--- src/rtl/regfile_pkg.sv ---
// Shared defaults and state encoding for the multi-port register file.
package regfile_pkg;
  localparam int RF_DATA_W = 32;
  localparam int RF_ADDR_W = 5;
  localparam int RF_NRD    = 2;
  localparam int RF_NWR    = 2;

  typedef enum logic {CLEAR = 1'b0, RUN = 1'b1} rf_state_e;
endpackage

--- src/rtl/regfile_sb.sv ---
// Pending-write scoreboard: one bit per register, set on issue, cleared on commit.
module regfile_sb import regfile_pkg::*; #(
  parameter int ADDR_W = RF_ADDR_W,
  parameter int NRD    = RF_NRD,
  parameter int NWR    = RF_NWR
) (
  input  logic                  clk,
  input  logic                  rst,
  input  logic                  flush,
  input  logic                  set_v,
  input  logic [ADDR_W-1:0]     set_addr,
  input  logic [NWR-1:0]        wr_v,
  input  logic [NWR*ADDR_W-1:0] waddr,
  input  logic [NRD-1:0]        rd_v,
  input  logic [NRD*ADDR_W-1:0] raddr,
  output logic [NRD-1:0]        busy
);
  localparam int DEPTH = 2**ADDR_W;

  logic [DEPTH-1:0] pending;

  // Set is applied after the clears so an issue wins over a same-cycle write.
  always_ff @(posedge clk) begin
    if (!rst || flush) begin
      pending <= '0;
    end else begin
      for (int i = 0; i < NWR; i++)
        if (wr_v[i]) pending[waddr[i*ADDR_W +: ADDR_W]] <= 1'b0;
      if (set_v) pending[set_addr] <= 1'b1;
    end
  end

  for (genvar r = 0; r < NRD; r++) begin : g_busy
    logic [ADDR_W-1:0] a;
    logic              hit;
    assign a = raddr[r*ADDR_W +: ADDR_W];
    always_comb begin
      hit = 1'b0;
      for (int i = 0; i < NWR; i++)
        if (wr_v[i] && waddr[i*ADDR_W +: ADDR_W] == a) hit = 1'b1;
    end
    assign busy[r] = rd_v[r] & pending[a] & ~hit;
  end
endmodule

--- src/rtl/regfile_mp.sv ---
// Multi-port register file with write-through bypass, hazard scoreboard
// and a sequential clear engine that zeroes the array after reset or on request.
module regfile_mp import regfile_pkg::*; #(
  parameter int DATA_W   = RF_DATA_W,
  parameter int ADDR_W   = RF_ADDR_W,
  parameter int NRD      = RF_NRD,
  parameter int NWR      = RF_NWR,
  parameter bit ZERO_REG = 1'b1
) (
  input  logic                  clk,
  input  logic                  rst,
  input  logic [NWR-1:0]        we,
  input  logic [NWR*ADDR_W-1:0] waddr,
  input  logic [NWR*DATA_W-1:0] wdata,
  input  logic [NRD-1:0]        re,
  input  logic [NRD*ADDR_W-1:0] raddr,
  output logic [NRD*DATA_W-1:0] rdata,
  output logic [NRD-1:0]        busy,
  input  logic                  iss_v,
  input  logic [ADDR_W-1:0]     iss_addr,
  input  logic                  clr_req,
  output logic                  ready
);
  localparam int DEPTH = 2**ADDR_W;

  rf_state_e         state;
  logic [ADDR_W-1:0] clr_cnt;
  logic [DATA_W-1:0] regs [DEPTH];
  logic              run, accept, set_v;
  logic [NWR-1:0]    wen;

  assign run    = (state == RUN);
  assign ready  = run;
  // A clear request drops every write and issue of its own cycle.
  assign accept = run & rst & ~clr_req;
  assign set_v  = accept & iss_v & ~(ZERO_REG && iss_addr == '0);

  always_comb begin
    wen = '0;
    for (int i = 0; i < NWR; i++)
      wen[i] = accept & we[i] & ~(ZERO_REG && waddr[i*ADDR_W +: ADDR_W] == '0);
  end

  always_ff @(posedge clk) begin
    if (!rst) begin
      state   <= CLEAR;
      clr_cnt <= '0;
    end else begin
      case (state)
        CLEAR: begin
          clr_cnt <= clr_cnt + 1'b1;
          if (clr_cnt == {ADDR_W{1'b1}}) state <= RUN;
        end
        RUN: begin
          if (clr_req) begin
            state   <= CLEAR;
            clr_cnt <= '0;
          end
        end
        default: state <= CLEAR;
      endcase
    end
  end

  // Ascending port order lets the highest-index writer land last.
  always_ff @(posedge clk) begin
    if (!run) begin
      regs[clr_cnt] <= '0;
    end else begin
      for (int i = 0; i < NWR; i++)
        if (wen[i]) regs[waddr[i*ADDR_W +: ADDR_W]] <= wdata[i*DATA_W +: DATA_W];
    end
  end

  for (genvar r = 0; r < NRD; r++) begin : g_rd
    logic [ADDR_W-1:0] a;
    logic [DATA_W-1:0] d;
    assign a = raddr[r*ADDR_W +: ADDR_W];
    always_comb begin
      d = regs[a];
      for (int i = 0; i < NWR; i++)
        if (wen[i] && waddr[i*ADDR_W +: ADDR_W] == a) d = wdata[i*DATA_W +: DATA_W];
      if (!run || !re[r] || (ZERO_REG && a == '0)) d = '0;
    end
    assign rdata[r*DATA_W +: DATA_W] = d;
  end

  regfile_sb #(.ADDR_W(ADDR_W), .NRD(NRD), .NWR(NWR)) u_sb (
    .clk      (clk),
    .rst      (rst),
    .flush    (run & clr_req),
    .set_v    (set_v),
    .set_addr (iss_addr),
    .wr_v     (wen),
    .waddr    (waddr),
    .rd_v     (re & {NRD{run}}),
    .raddr    (raddr),
    .busy     (busy)
  );
endmodule

--- config.mk ---
export PLATFORM = sky130hd
export DESIGN_NAME = regfile_mp
export DESIGN_NICKNAME = d
export VERILOG_FILES = /design/src/rtl/regfile_pkg.sv /design/src/rtl/regfile_sb.sv /design/src/rtl/regfile_mp.sv
export SDC_FILE = /design/constraint.sdc
export NUM_CORES = 2
export LEC_CHECK = 0
export ABC_AREA = 1
export CORE_MARGIN = 2
export CORE_UTILIZATION = 25
export CTS_CLUSTER_DIAMETER = 80
export CTS_CLUSTER_SIZE = 14
export DETAILED_ROUTE_END_ITERATION = 12
export PLACE_DENSITY = 0.36
export SLEW_MARGIN = 10
export SYNTH_ARGS = -nofsm -noshare
export SYNTH_HDL_FRONTEND = slang
export SYNTH_HIERARCHICAL = 1
export SYNTH_SLANG_ARGS = --single-unit
--- constraint.sdc ---
create_clock -name clk -period 13 [get_ports clk]
set_input_delay 3.9 -clock clk [delete_from_list [all_inputs] [get_ports clk]]
set_output_delay 3.9 -clock clk [all_outputs]
set_load 0.01 [all_outputs]
==> results.cfg <==
[floorplanning]
initial_core_util_pct = 25.1
rows = 194
pin_count = 164
core_um2 = 279000
die_area_um2 = 284000
fp.dieH_um = 533
dieWidth_um = 533

[timing]
fin_worst_skew_ns = 0.0237
setup_slack_ns = 0.859
maxSlewHeadroom_pct = 14.9
period_share_pct = 93.4
setup_violations = 0
final_max_slew_viol_count = 0
hold_viol = 0
finalCriticalPeriod_ns = 12.14
worstMarginPinSlew_ns = 1.28
setup_tns_ns = 0
rsz0062_at_grt = no
max_freq_ghz = 0.0824

[place]
post-place-ws_ns = 0.861
gp_congestion = 0.826
hpwl_um = 205000
portBuffers = 163

[power]
ir_worst_vdd_mv = 0.102
powerDensity_nw_per_um2 = 106
leakagePower_nw = 30.1
power.total_mw = 8.26

[setup_path]
cp_slowest_stage_delay_ns = 0.99
timing_worst_setup_path_type = primary input to primary output
end_kind = primary output
r2r_cells = 13
crit_path_max_fanout = 33
critPathSlowestCell = nand2_2
cp.depth = 10
startpoint_type = primary input
worstPathCellList = clkdlybuf4s50_1 -> nor2_1 -> nand4_1 -> nand2_4 -> clkinv_2 -> nand2_2 -> buf_4 -> nand3_1 -> a21oi_1 -> clkdlybuf4s50_1
cp_common_cell = clkdlybuf4s50_1
cp.arrival_ns = 8.24
worstPathRequired_ns = 9.10
critical_path_buf_inv_count = 4
critPathTopFamily = buffers and inverters

[cells_and_area]
fill_cells = 30200
nets = 9417
area_delta_synth_final_pct = 11.3
drive_gt1_share_pct = 5.67

[route]
viasPerCell = 5.14
ant_nets = 0
drt_iter0_drc = 8108
route.detailed.drc = 0
drt_wl_total_um = 364000
wl_per_cell_um = 27.7
dr.pass1.iters = 8
dr_total_vias = 67500

[cts]
cts_buffer_depth = 3
postCtsHoldBufs = 0
cts_tree = yes
path_clk_slew_ns = 0.06
h-tree-depth = 3
clockRootBuffer = clkbuf_16
clock_latency_ns = 0.79
cts_sinks = 1062
cts_setup_buffers = 0
cts_buffers = 111
cts_resized = 0

[logic_synthesis]
async_reset_ff_share_pct = 0
synth_xor_area_share_pct = 0.226
synth.area.top_cells = edfxtp_1 44%, nand2_1 18%, nand3_1 9.6%
synth_edf_count = 1024
synth_compound_area_share_pct = 12.3
synth_cell_types = 39
syn_inst = 9739
yosys.area_share.simple_pct = 31.2
synth_top_area_share_pct = 44.0
ys_warn_count = 6
yosys.area_share.adder_pct = 0.0358
syn_avg_cell_area_um2 = 7.18
syn_nets = 9838
muxShareOfSynthArea_pct = 0
ys_seq_elements = 1062
seq_area_frac_synth_pct = 45.1
ys.flop_type = edfxtp_1
synth_most_common_cell = nand2_1
yosys-top-cells-count = 3426 x nand2_1, 1341 x nand3_1, 1024 x edfxtp_1
synth_largest_area_cell = edfxtp_1
synthesis.area_um2 = 69900
synth_top_family_by_area = simple AND/OR/NAND/NOR gates

[global_routing]
grt_start_max_net_pins = 173
gr-total-overflow = 0
antenna_found_initial = 17
grt_usage_pct = 24.8
grt_pass1_wl_um = 505000
grt_pass1_vias = 63200

[min_path]
hold_depth = 2
min_path_type = flip-flop to flip-flop

[status]
status = completed

[flow_run]
maxCapViolCount = 0
[cells in the final DEF, fill, tap and decap left out, types with 14 or more instances in the layout]
cell type / synthesis / final
nand2_4: 1 / 29
o21ai_4: 0 / 17
nand2_1: 3426 / 3388
clkinv_1: 1 / 16
clkinvlp_4: 0 / 15
inv_1: 851 / 842
nor2_1: 464 / 423
o211ai_1: 139 / 139
o21ai_1: 591 / 590
nor2_2: 1 / 15
clkdlybuf4s50_1: 0 / 153
edfxtp_1: 1024 / 1024
nand3_1: 1341 / 1341
o21ai_2: 15 / 15
bufinv_16: 0 / 15
o21ai_0: 683 / 667
nor3_1: 14 / 14
nor2_4: 1 / 28
buf_12: 1 / 18
inv_2: 18 / 19
clkbuf_1: 437 / 15
buf_4: 25 / 165
a21oi_1: 174 / 174
o221ai_1: 22 / 22
dfxtp_1: 38 / 38
clkbuf_16: 0 / 111
[per-stage QoR]
step | instance area [um2] | hold WS (ns) | std cells | util, %
after floorplan | 69900 | 0.453 | 9739 | -
after global placement | 74000 | 0.475 | 12900 | 26.6
after detailed placement | 74000 | 0.475 | 12900 | 26.6
after CTS | 77800 | 0.485 | 13100 | 27.9
after global routing | 77800 | 0.514 | 13100 | 27.9
final | 77800 | 0.483 | 13100 | 27.9
[state kept, by name, indices dropped and copies added, names as in the netlist]
signal,cells
ready,1
clr_cnt,5
u_sb/pending,32
regs,1024
[cells by family (layout without fill, tap and decap cells)]
kind of cell | Yosys count | in the layout
other | 0 | 5
AOI/OAI and AO/OA | 1625 | 1625
DFF | 1062 | 1062
xor gates and xnor gates | 18 | 18
and+or+nand+nor | 5283 | 5283
adders and majority gates | 2 | 2
buffers and inverters | 1749 | 1421
[worst reg2reg max path: cells and delay by family, from the launching register on]
| family | cells | cell delay (ns) |
|---|---|---|
| flip-flops | 1 | 0.32 |
| buffers and inverters | 5 | 2.04 |
| AND/OR/NAND/NOR | 7 | 2.07 |
| AO/OA/AOI/OAI | 1 | 0.35 |
[layer usage]
metal	share of wire, %	track usage, %
met3	6.4	3.02
met2	46	40.4
met5	0.0019	0
met1	44	33.4
met4	4.0	9.50
[path summary, 6_finish.rpt]
path | start | to | slack [ns]
setup / recovery | waddr[3] | rdata[1] | 0.86
hold / removal | u_sb/pending[17] | u_sb/pending[17] | 0.48
setup reg to reg | ready | regs[9][11] | 7.86
hold reg to reg | u_sb/pending[17] | u_sb/pending[17] | 0.48
[power breakdown]
| group | total, mW | internal, mW | switching, mW |
|---|---|---|---|
| clock network | 3.54 | 1.89 | 1.65 |
| logic | 0.971 | 0.221 | 0.750 |
| registers | 3.75 | 3.74 | 0.0118 |
| total | 8.26 | 5.84 | 2.42 |
[cell type report]
type	instances	area [um2]	area share [%]
clock inverters	80	933	1.20
flip-flops and latches	1062	31500	40.5
multi-input cells	6928	31300	40.2
well taps	3724	4660	5.99
repair buffers	344	3240	4.16
inverters	871	3310	4.25
clock buffers	126	2830	3.64
diodes	5	12.5	0.0161
Note: power is estimated with default switching activity, not from simulation.
